<file path="src/rtl/tcache_rsp_serializer.sv">
// Splits one wide texture-cache response into NUM_LANES-wide beats, optionally
// skipping batches whose mask slice is empty; accepts the next response on the last beat.
module tcache_rsp_serializer #(
  parameter int NUM_REQS   = 4,
  parameter int NUM_LANES  = 2,
  parameter int WORD_SIZE  = 4,
  parameter int TAG_WIDTH  = 8,
  parameter int SKIP_EMPTY = 1,
  localparam int WORD_WIDTH  = 8 * WORD_SIZE,
  localparam int NUM_BATCHES = NUM_REQS / NUM_LANES,
  localparam int PID_W       = (NUM_BATCHES > 1) ? $clog2(NUM_BATCHES) : 1
) (
  input  logic                             clk,
  input  logic                             reset,
  input  logic                             rsp_in_valid,
  input  logic [NUM_REQS-1:0]              rsp_in_tmask,
  input  logic [NUM_REQS*WORD_WIDTH-1:0]   rsp_in_data,
  input  logic [TAG_WIDTH-1:0]             rsp_in_tag,
  output logic                             rsp_in_ready,
  output logic                             rsp_out_valid,
  output logic [NUM_LANES-1:0]             rsp_out_tmask,
  output logic [NUM_LANES*WORD_WIDTH-1:0]  rsp_out_data,
  output logic [TAG_WIDTH-1:0]             rsp_out_tag,
  output logic [PID_W-1:0]                 rsp_out_pid,
  output logic                             rsp_out_eop,
  input  logic                             rsp_out_ready
);

  typedef enum logic [0:0] {IDLE = 1'b0, SEND = 1'b1} state_e;

  state_e                          state_q, state_d;
  logic [PID_W-1:0]                pid_q, pid_d;
  logic [NUM_REQS-1:0]             tmask_q;
  logic [NUM_REQS*WORD_WIDTH-1:0]  data_q;
  logic [TAG_WIDTH-1:0]            tag_q;

  logic             in_fire, out_fire;
  logic             has_next;
  logic [PID_W-1:0] next_pid, first_pid;

  function automatic logic batch_live(input logic [NUM_REQS-1:0] m, input int b);
    return (SKIP_EMPTY == 0) || (m[b*NUM_LANES +: NUM_LANES] != '0);
  endfunction

  assign in_fire  = rsp_in_valid && rsp_in_ready;
  assign out_fire = rsp_out_valid && rsp_out_ready;

  // Descending scans so the lowest qualifying batch index wins; an all-empty
  // response falls back to batch 0 so its tag is still returned.
  always_comb begin
    has_next  = 1'b0;
    next_pid  = '0;
    first_pid = '0;
    for (int b = NUM_BATCHES - 1; b >= 0; b--) begin
      if ((PID_W'(b) > pid_q) && batch_live(tmask_q, b)) begin
        has_next = 1'b1;
        next_pid = PID_W'(b);
      end
      if (batch_live(rsp_in_tmask, b)) begin
        first_pid = PID_W'(b);
      end
    end
  end

  always_ff @(posedge clk) begin
    if (reset) begin
      state_q <= IDLE;
      pid_q   <= '0;
    end else begin
      state_q <= state_d;
      pid_q   <= pid_d;
    end
  end

  always_ff @(posedge clk) begin
    if (in_fire) begin
      tmask_q <= rsp_in_tmask;
      data_q  <= rsp_in_data;
      tag_q   <= rsp_in_tag;
    end
  end

  always_comb begin
    state_d = state_q;
    pid_d   = pid_q;
    case (state_q)
      IDLE: begin
        if (in_fire) begin
          state_d = SEND;
          pid_d   = first_pid;
        end
      end
      SEND: begin
        if (out_fire) begin
          if (has_next) begin
            pid_d = next_pid;
          end else if (in_fire) begin
            pid_d = first_pid;
          end else begin
            state_d = IDLE;
          end
        end
      end
      default: state_d = IDLE;
    endcase
  end

  always_comb begin
    rsp_out_valid = (state_q == SEND);
    rsp_out_eop   = (state_q == SEND) && !has_next;
    rsp_in_ready  = (state_q == IDLE) || (rsp_out_ready && !has_next);
  end

  always_comb begin
    rsp_out_tmask = '0;
    rsp_out_data  = '0;
    for (int b = 0; b < NUM_BATCHES; b++) begin
      if (pid_q == PID_W'(b)) begin
        rsp_out_tmask = tmask_q[b*NUM_LANES +: NUM_LANES];
        rsp_out_data  = data_q[b*NUM_LANES*WORD_WIDTH +: NUM_LANES*WORD_WIDTH];
      end
    end
  end

  assign rsp_out_tag = tag_q;
  assign rsp_out_pid = pid_q;

endmodule

</file>
<file path="config.mk">
export PLATFORM = sky130hd
export DESIGN_NAME = tcache_rsp_serializer
export DESIGN_NICKNAME = d
export VERILOG_FILES = /design/src/rtl/tcache_rsp_serializer.sv
export SDC_FILE = /design/constraint.sdc
export NUM_CORES = 1
export LEC_CHECK = 0
export BUFFER_PORTS_ARGS = -buffer_cell sky130_fd_sc_hd__buf_2
export CORE_UTILIZATION = 30
export CTS_BUF_LIST = sky130_fd_sc_hd__clkbuf_4 sky130_fd_sc_hd__clkbuf_8
export DETAILED_ROUTE_END_ITERATION = 8
export PLACE_DENSITY_LB_ADDON = 0.15
export SLEW_MARGIN = 20
export SYNTH_ARGS = -nofsm -noshare
export SYNTH_HDL_FRONTEND = slang
export SYNTH_SLANG_ARGS = --single-unit
</file>
<file path="constraint.sdc">
create_clock -name clk -period 8.2 [get_ports clk]
set_clock_uncertainty 0.15 [all_clocks]
set_input_delay 1.23 -clock clk [delete_from_list [all_inputs] [get_ports clk]]
set_output_delay 1.23 -clock clk [all_outputs]
set_load 0.1 [all_outputs]
</file>
== Word level (Yosys, flattened, before mapping) ==
Index checks and enable logic that the tools add are counted.

* RAM bits: 0
* Word-level logic and storage cells: 36
* Memories kept: 0
* Bits in latches: 0
* Output and inout bits: 78
* Bits in registers: 142
* Memory bits (read-only): 0
* Bits of input ports: 144

* $mul: 0
* Multiplexer cells: 15
* Divide/modulo/power cells: 0
* Bitwise logic cells: 1
* Add/sub/neg operators: 0
* Reduce and logical (&&, ||, !) cells: 12
* Magnitude comparators: 2
* Shift operators: 0
* Equal/unequal tests: 1

{| class="wikitable"
|+ Operators with widths
! kind !! count
|-
| 64-bit 2-to-1 mux || 1
|-
| 1-bit 2-to-1 mux || 11
|-
| 2-bit nonzero test || 4
|-
| 1-bit logical AND || 6
|-
| 1-bit one-hot mux with 2 select lines || 2
|-
| 1-bit greater-than comparator (first input constant) || 2
|-
| 2-bit 2-to-1 mux || 1
|-
| 2-bit by 1-bit != test with 1-bit output (second input constant) || 1
|-
| 1-bit zero test || 1
|-
| 1-bit logical OR || 1
|-
| 1-bit inverter || 1
|}

== Longest topological paths before layout ==
Gate-level depths: netlist of run 1.

* Depth in word-level cells: 12
* Depth in mapped cells: 5
* Mapped depth without buffers: 3

== Least setup slack after synthesis of run 1 ==
No wires, ideal clock.

* Path type: register to register
* Start: register pid_q, in the netlist rsp_out_pid
* End: register data_q[0] (enable)
* Required time: 7535 ps
* Arrival: 5524 ps
* Setup slack: 2011 ps
* Path buffers: 1
* Clock period less this slack: 6189 ps
* Setup time: 515 ps
* Cell stages (with the launch flop): 5
* Path through: dfxtp_1 buf_6 o21ba_2 o21ai_2 and2_1

* Cells in the longest elaborated chain, start to end: 8
* Elaborated cells on any way between the ends: 10
* Classes of those cells: order compare: 2; mux: 2; reduce/logical: 6

{| class="wikitable"
|+ Ends and longest elaborated chain
! element !! RTL line !! text
|-
| start, declared || 32 || <nowiki>logic [PID_W-1:0] pid_q, pid_d;</nowiki>
|-
| start signal, assigned || 71 || <nowiki>pid_q <= pid_d;</nowiki>
|-
| 1-bit greater-than comparator || 55 || <nowiki>if ((PID_W'(b) > pid_q) && batch_live(tmask_q, b)) begin</nowiki>
|-
| 1-bit logical AND || 55 ||
|-
| 1-bit 2-to-1 mux || 55 ||
|-
| 1-bit 2-to-1 mux (*) || 55 ||
|-
| 1-bit zero test (*) || 111 || <nowiki>rsp_in_ready = (state_q == IDLE) || (rsp_out_ready && !has_next);</nowiki>
|-
| 1-bit logical AND (*) || 111 ||
|-
| 1-bit logical OR (*) || 111 ||
|-
| net rsp_in_ready || 19 || <nowiki>output logic rsp_in_ready,</nowiki>
|-
| 1-bit logical AND (*) || 45 || <nowiki>assign in_fire = rsp_in_valid && rsp_in_ready;</nowiki>
|-
| net in_fire || 37 || <nowiki>logic in_fire, out_fire;</nowiki>
|-
| end signal, assigned || 78 || <nowiki>data_q <= rsp_in_data;</nowiki>
|-
| end, declared || 34 || <nowiki>logic [NUM_REQS*WORD_WIDTH-1:0] data_q;</nowiki>
|}

Mark *: on every way through the listed nets, which the timed path passes. The rest lies on a longest branch.
A chain may end at the register's enable or synchronous reset.

== Final worst setup path of run 1 ==
* Start: register pid_q, in the netlist rsp_out_pid
* End: output port rsp_in_ready

* Cells in the longest elaborated chain, start to end: 7
* Elaborated cells on any way between the ends: 9
* Classes of those cells: order compare: 2; mux: 2; reduce/logical: 5

{| class="wikitable"
|+ Ends and longest elaborated chain
! element !! RTL line
|-
| 1-bit greater-than comparator || 55
|-
| 1-bit logical AND || 55
|-
| 1-bit 2-to-1 mux || 55
|-
| 1-bit 2-to-1 mux (*) || 55
|-
| 1-bit zero test (*) || 111
|-
| 1-bit logical AND (*) || 111
|-
| 1-bit logical OR (*) || 111
|-
| end, declared || 19
|}

Mark *: on every way between the ends. The rest lies on a longest branch, timed or not.

==> results of run 1 <==
==> power breakdown <==
group / switching [µW] / total, µW / internal (µW)
clock: 256 / 611 / 356
combinational: 335 / 419 / 83.8
sequential: 21.4 / 874 / 853
==> cells in the final DEF, fill, tap and decap left out <==
cell type	n
buf_4	1
and2_4	1
nor2_1	2
clkinvlp_4	1
dfxtp_1	1
clkinv_2	1
o21ai_2	1
a211o_1	1
clkbuf_8	17
inv_1	2
a21oi_1	1
clkinv_4	3
clkinv_1	2
o21ba_2	1
dfxtp_4	1
mux2_2	65
buf_2	221
a31oi_1	1
mux2_4	1
bufinv_16	5
nor2b_1	1
o21ai_0	2
nor3b_1	1
edfxtp_1	140
==> how the worst min path moves through the flow <==
stage	from	to	slack, ns	cells after the start
6_report	rsp_out_valid$_SDFF_PP0_	rsp_out_valid$_SDFF_PP0_	0.41	2
3_5_place_dp	rsp_out_valid$_SDFF_PP0_	rsp_out_valid$_SDFF_PP0_	0.40	2
5_1_grt	rsp_out_valid$_SDFF_PP0_	rsp_out_valid$_SDFF_PP0_	0.46	2
3_3_place_gp	rsp_out_valid$_SDFF_PP0_	rsp_out_valid$_SDFF_PP0_	0.38	2
4_1_cts	rsp_out_valid$_SDFF_PP0_	rsp_out_valid$_SDFF_PP0_	0.41	2
2_1_floorplan	tmask_q[3]$_DFFE_PP_	rsp_out_pid$_SDFFE_PP0P_	0.57	3
==> worst max-delay path, stage by stage, from the launching register on <==
cell,delay (ns)
dfxtp_4,0.99
o21ba_2,0.28
o21ai_2,0.19
buf_2,0.46
==> per-layer routing <==
layer,wire [µm],share of wire,up-vias,GRT usage
li1,-,-,1376,-
met1,3940,0.39,1362,0.130
met2,5010,0.49,131,0.194
met3,1100,0.11,15,0.0598
met4,180,0.018,0,0.0594
met5,0,0,-,0
==> sequential cells by signal, summed over array words and instances, names as in the netlist <==
name	count
tmask_q	4
rsp_out_valid	1
rsp_out_pid	1
data_q	128
rsp_out_tag	8
==> final cells by class <==
type	instances	area [µm²]
fillers	1571	9740
flip-flops and latches	142	4250
repair buffers	222	1110
multi-input cells	78	826
well taps	220	275
clock buffers	17	234
clock inverters	12	196
inverters	2	7.51
==> per-stage QoR <==
step	setup WS, ns	util
floorplan	2.01	-
global placement	4.44	0.389
detailed placement	4.39	0.389
CTS	4.35	0.415
global route	4.21	0.415
finish	4.46	0.415
==> cells by family after synthesis <==
logic type,after synthesis
and+or+nand+nor,5
buffers and inverters,10
AOI/OAI and AO/OA,7
DFF,142
muxes,66
==> impl_metrics.ini, run 1 <==
[clock_network]
cts_buffers = 17
h-tree-depth = 4
path_clk_slew_ns = 0.08
clk_latency_ns = 0.43
postCtsResizedCells = 0
tritoncts = done
cts_setup_buffers = 0
clockBufferDepth = 2
cts_num_sinks = 142
root_buffer = clkbuf_8
hold_buffers = 0

[yosys]
syn_avg_cell_area_um2 = 22.3
netlist.area_leader.share = 0.818
synth_compound_area_frac = 0.00949
ys_ff_latch = 142
synthTopCellsByCount = edfxtp_1 (140), mux2_2 (65), buf_2 (4), buf_6 (4)
synth_top_family_by_area = multiplexers
synthTopCellsByArea = edfxtp_1 (82%), mux2_2 (14%), buf_6 (0.88%)
syn_area_um2 = 5140
synthSimpleGateAreaFrac = 0.00536
synthCells = 230
synth_top_area_cell = edfxtp_1
ys.flop_type = edfxtp_1
synthAdderAreaFrac = 0
yosysSeqAreaShare = 0.826
synth_nets = 374
ys_async_sr_fraction = 0
muxShareOfSynthArea = 0.145
synthXorXnorAreaFrac = 0
synth-edff-count = 140
ys_warn_count = 0
synth_most_common_cell = edfxtp_1
synth_cell_type_count = 17

[power]
power.leakage_uw = 0.00273
ir_drop_mv = 0.138
power_uw = 1900
powerDensity_nw_per_um2 = 276

[route]
num_vias = 2884
dr.pass1.iters = 3
ant_nets = 0
drc = 0
via_per_inst = 4.16
drt_iter0_markers = 146
wl_mm = 10.2
wl_per_cell_um = 14.8

[min_path]
min_path_type = register to register

[worst_setup_path]
reg2reg_from = rsp_out_pid$_SDFFE_PP0P_
crit_path_end = rsp_in_ready
crit_fanout = 70
reg2regPathDepth = 4
cp.arrival_ns = 2.36
cp.required_ns = 6.82
cp-startpoint = rsp_out_pid$_SDFFE_PP0P_
r2r_end = data_q[56]$_DFFE_PP_
cp-start-kind = register
crit_type = register to primary output
crit_path_end_kind = primary output
reg2reg_slack_ns = 4.51

[layout]
nets = 607
drive_gt1_frac = 0.674
syn2layout_area_growth_pct = 34.3
final_area_um2 = 6900
fin_cells = 693
diodes = 0

[run_status]
status = finished clean

[grt]
overflow = 0
grt_pass1_wl_mm = 15.7
antenna_found_initial = 0
grtUsageTotal = 0.120
grt_max_degree = 83
grt_pass1_vias = 3121

[timing]
clock.fmax_ghz = 0.267
min_period_ns = 3.74
rsz0062_at_grt = no
tightest_slew_ns = 1.03
hold_viol_final = 0
finalSetupViolations = 0
hold_ws_ns = 0.414
post-route-period-util = 0.456
setup_tns_ns = 0
slew_violations = 0
relSlewSlack = 0.311

[placed_design]
portBuffers = 221
post_dp_cell_area_um2 = 6470
place_congestion = 0.741
dp.cells = 664
place_hpwl_mm = 6.92

[floorplan]
rows = 47
core_um2 = 16600
ios = 222
die-area_um2 = 17700
die_h_um = 133
initial_core_util = 0.309
die_w_um = 133

[run]
maxCapViolCount = 0
Note: power is estimated with default switching activity, not from simulation.
==> run 2: changes to the inputs <==
==> constraint.sdc (replaced) <==
create_clock -name clk -period 3.46 [get_ports clk]
set_clock_uncertainty 0.15 [all_clocks]
set_input_delay 0.519 -clock clk [delete_from_list [all_inputs] [get_ports clk]]
set_output_delay 0.519 -clock clk [all_outputs]
set_load 0.1 [all_outputs]
==> impl_metrics.ini, run 2 (synthesis gave the netlist of run 1 again) <==
[grt]
grtUsageTotal = 0.126
overflow = 0
grt_pass1_wl_mm = 16.3
grt_max_degree = 72
grt_pass1_vias = 3196
antenna_found_initial = 3

[timing]
finalSetupViolations = 0
min_period_ns = 2.76
slew_violations = 0
rsz0062_at_grt = no
tightest_slew_ns = 0.518
post-route-period-util = 0.798
setup_tns_ns = 0
fin_ws_ns = 0.700
hold_viol_final = 0
relSlewSlack = 0.654
clock.fmax_ghz = 0.362

[layout]
fin_util = 0.416
top_register = data_q
layout_common_cells = buf_2 (221), edfxtp_1 (140), mux2_2 (65), clkbuf_8 (17), clkinv_4 (4)
nets = 609
largest_reg_flops = 128
nFillCells = 1548
drive_gt1_frac = 0.679
syn2layout_area_growth_pct = 34.5
final_common_cell = buf_2

[worst_setup_path]
cp-start-kind = register
cp.required_ns = 2.79
crit_type = register to primary output
cp_top_family = flip-flops
crit_fanout = 36
crit_slowest_cell = dfxtp_4
crit_buf_inv = 2
crit_path_max_incr_delay_ns = 0.68
crit_path_end_kind = primary output
crit_chain = buf_12 -> mux2_2 -> buf_2
cp.arrival_ns = 2.09

[min_path]
min_path_type = input port to register

[clock_network]
hold_buffers = 0
h-tree-depth = 4
cts_num_sinks = 142
cts_setup_buffers = 0
clk_latency_ns = 0.43
postCtsResizedCells = 0
root_buffer = clkbuf_8
clockBufferDepth = 2
tritoncts = done
path_clk_slew_ns = 0.08
cts_buffers = 17

[route]
dr.pass1.iters = 4
num_vias = 2932
via_per_inst = 4.20
drc = 0
wl_mm = 10.7
drt_iter0_markers = 101
ant_nets = 0
wl_per_cell_um = 15.4

[floorplan]
initial_core_util = 0.309
rows = 47
ios = 222
die-area_um2 = 17700
die_w_um = 133
die_h_um = 133
core_um2 = 16600

[placed_design]
place_congestion = 0.722
portBuffers = 221
dpl_worst_slack_ns = 1.13
place_hpwl_mm = 7.66

[power]
internal_power_uw = 2870
p_comb_frac = 0.233
powerDensity_nw_per_um2 = 630
clockPowerShare = 0.294
ir_drop_mv = 0.460
power.leakage_uw = 0.00273
switchingPower_uw = 1480
power_frac_seq = 0.473
sw_frac_of_total = 0.340

[run_status]
status = finished clean

[run]
maxCapViolCount = 0
[run 2: layout make-up]
type,count,area [µm²],share of cell area
tap,220,275,0.0398
antenna,1,2.50,0.000362
timing repair buffer,224,1170,0.169
inverter,2,7.51,0.00109
clock buffer,18,241,0.0349
multi-input combinational,78,833,0.120
clock inverter,13,141,0.0204
sequential,142,4250,0.614
[run 2: path summary, 6_finish.rpt]
path / start / to / slack, ns / cells after the start
max: rsp_out_pid$_SDFFE_PP0P_ / rsp_out_data[16] / 0.70 / 3
min: rsp_in_data[5] / data_q[5]$_DFFE_PP_ / 0.11 / 1
max reg2reg: rsp_out_pid$_SDFFE_PP0P_ / data_q[23]$_DFFE_PP_ / 1.29 / 4
min reg2reg: rsp_out_valid$_SDFF_PP0_ / rsp_out_valid$_SDFF_PP0_ / 0.40 / 2
[run 2: metal layers]
layer,GRT usage,up-vias,wire (µm)
met1,0.128,1397,3950
met5,0,-,23
met3,0.0831,12,1320
met4,0.0498,4,125
li1,-,1379,-
met2,0.206,140,5310
[run 2: metrics by stage]
stage               total power [µW]  cells  hold WS [ns]  instance area (µm²)
floorplan                       2920    230         0.438                 5150
global placement                3120    666         0.384                 6530
detailed placement              3130    666         0.393                 6530
CTS                             4430    697        0.0563                 6910
global route                    4530    697        0.0480                 6910
finish                          4360    698         0.106                 6920
[run 2: power groups by stage]
stage | sequential [µW] | combinational, µW | clock (µW)
final | 2060 | 1020 | 1280
after global routing | 2070 | 1050 | 1400
after CTS | 2060 | 1030 | 1340
after detailed placement | 2100 | 1020 | 0
after global placement | 2100 | 1020 | 0
after floorplan | 2130 | 789 | 0
==> run 3: changes to the inputs <==
--- a/config.mk
+++ b/config.mk
@@ -5,6 +5,7 @@
 export SDC_FILE = /design/constraint.sdc
 export NUM_CORES = 1
 export LEC_CHECK = 0
+export ABC_AREA = 1
 export BUFFER_PORTS_ARGS = -buffer_cell sky130_fd_sc_hd__buf_2
 export CORE_UTILIZATION = 30
 export CTS_BUF_LIST = sky130_fd_sc_hd__clkbuf_4 sky130_fd_sc_hd__clkbuf_8
==> constraint.sdc (replaced) <==
create_clock -name clk -period 2.7 [get_ports clk]
set_clock_uncertainty 0.15 [all_clocks]
set_input_delay 0.405 -clock clk [delete_from_list [all_inputs] [get_ports clk]]
set_output_delay 0.405 -clock clk [all_outputs]
set_load 0.1 [all_outputs]
==> impl_metrics.ini, run 3 <==
[yosys]
synth_cell_type_count = 12
syn_avg_cell_area_um2 = 13.7
ys_ff_latch = 142
ys_warn_count = 0
synth_compound_area_frac = 0.00436
ys.flop_type = edfxtp_1
yosysSeqAreaShare = 0.821
netlist.area_leader.share = 0.813
synth_nets = 520
synth_top_area_cell = edfxtp_1
synth_top_family_by_area = simple AND/OR/NAND/NOR gates
synthXorXnorAreaFrac = 0
syn_area_um2 = 5170
synthAdderAreaFrac = 0
synthTopCellsByCount = nand2_1 (201), edfxtp_1 (140), inv_1 (8)
muxShareOfSynthArea = 0
synthCells = 376
synthSimpleGateAreaFrac = 0.151
ys_async_sr_fraction = 0
synth-edff-count = 140
synthTopCellsByArea = edfxtp_1 (81%), nand2_1 (15%), buf_4 (1.0%)
synth_most_common_cell = nand2_1

[route]
wl_met2_mm = 7.04
via_per_inst = 4.10
drc = 0
ant_nets = 0
wl_mm = 13.2
num_vias = 4027
wl_per_cell_um = 13.4
top_layer_used = met4
wl_met1_mm = 5.14
drt_iter0_markers = 161
wl_met3_um = 891
dr.pass1.iters = 4

[grt]
overflow = 0
grtUsageTotal = 0.154
antenna_found_initial = 0
grt_pass1_vias = 4220
grt_max_degree = 96
grt_pass1_wl_mm = 20.7

[worst_setup_path]
crit_fanout = 45
cp.arrival_ns = 1.80
crit_path_end_kind = primary output
cp-startpoint = rsp_out_pid$_SDFFE_PP0P_
crit_type = register to primary output
reg2reg_from = rsp_out_pid$_SDFFE_PP0P_
cp-start-kind = register
cp.required_ns = 2.14

[layout]
syn2layout_area_growth_pct = 82.4
nFillCells = 1356
layout_common_cells = nand2_1 (200), buf_2 (153), edfxtp_1 (140), dlygate4sd3_1 (140), buf_12 (70)
largest_reg_flops = 128
nets = 892
drive_gt1_frac = 0.353
multi_input_comb_area_um2 = 827
diodes = 0
ff_latch_area_um2 = 4250
top_register = data_q
final_common_cell = nand2_1

[min_path]
min_from = reset
min_path_type = input port to register

[clock_network]
tritoncts = done
clk_latency_ns = 0.43
cts_buffers = 17
cts_setup_buffers = 0
root_buffer = clkbuf_8
clockBufferDepth = 2
path_clk_slew_ns = 0.07
h-tree-depth = 4
cts_num_sinks = 142

[timing]
clock.fmax_ghz = 0.425
min_period_ns = 2.35
post-route-period-util = 0.871
finalSetupViolations = 0
relSlewSlack = 0.620
slew_violations = 0
rsz0062_at_grt = no
fin_ws_ns = 0.348
tightest_slew_ns = 0.570
hold_viol_final = 0

[floorplan]
rows = 47
initial_core_util = 0.309
core_um2 = 16700
ios = 222
die-area_um2 = 17800
die_h_um = 133
die_w_um = 133

[placed_design]
portBuffers = 221
place_congestion = 0.746
place_hpwl_mm = 8.31
dpl_worst_slack_ns = 0.717

[power]
ir_drop_mv = 0.446
powerDensity_nw_per_um2 = 713
power_uw = 6720
power.leakage_uw = 0.00407

[run]
maxCapViolCount = 0

[run_status]
status = finished clean
## run 3: cell types whose count changed in the layout (fill, tap and decap cells not counted), sizes merged, moves of 2 or more
cell and change:
nand2 +201, nand3 +2, bufinv +2, inv +4, mux2 -66, buf +3
dlygate4sd3 +140
## run 3: path summary, 6_finish.rpt
check | end | slack [ns] | cells after the start
max | rsp_out_data[20] | 0.35 | 5
min | rsp_out_pid$_SDFFE_PP0P_ | 0.08 | 4
max reg2reg | data_q[20]$_DFFE_PP_ | 0.71 | 5
min reg2reg | rsp_out_valid$_SDFF_PP0_ | 0.53 | 4
## run 3: cells by family (layout without fill, tap and decap cells)
group           after synthesis  after routing
flops                       142            142
compound gates                4              4
simple gates                207            207
buf+inv                      23            408
## run 3: critical path, cell delays in order, from the launching register on
cell	delay, ns
dfxtp_4	0.41
inv_2	0.25
buf_12	0.26
nand2_1	0.08
nand2_1	0.14
buf_12	0.19
## run 3: metrics by stage
step / hold WS (ns) / utilization / setup TNS, ns / std cells / instance area, µm²
6_report: 0.0832 / 0.564 / 0 / 981 / 9430
5_1_grt: 0.0750 / 0.564 / 0 / 981 / 9430
4_1_cts: 0.0336 / 0.564 / 0 / 981 / 9430
3_5_place_dp: 0.433 / 0.454 / 0 / 809 / 7590
3_3_place_gp: 0.433 / 0.454 / 0 / 809 / 7590
2_1_floorplan: 0.354 / - / -94.64 / 376 / 5200
## run 3: final cells by class
| cell class | instances | share of cell area |
|---|---|---|
| Clock buffer | 18 | 0.0256 |
| Clock inverter | 14 | 0.0206 |
| Inverter | 9 | 0.00398 |
| Multi-Input combinational cell | 211 | 0.0877 |
| Sequential cell | 142 | 0.451 |
| Tap cell | 220 | 0.0292 |
| Timing Repair Buffer | 367 | 0.382 |
## run 3: repair_timing
| action | in CTS | in global routing |
|---|---|---|
| endpoints found under the hold margin | 140 | 0 |
| hold buffers | 140 | 0 |
| resized for setup | 0 | 0 |
## run 3: per-layer routing
metal | GRT usage | vias to the layer above
li1 | - | 2014
met1 | 0.170 | 1867
met2 | 0.271 | 139
met3 | 0.0571 | 7
met4 | 0.0556 | 0
met5 | 0 | -
## run 3: where the power goes
part / internal (µW) / switching (µW) / total [µW]
Combinational: 778 / 1460 / 2240
Sequential: 2610 / 43.3 / 2650
Clock: 1020 / 810 / 1830
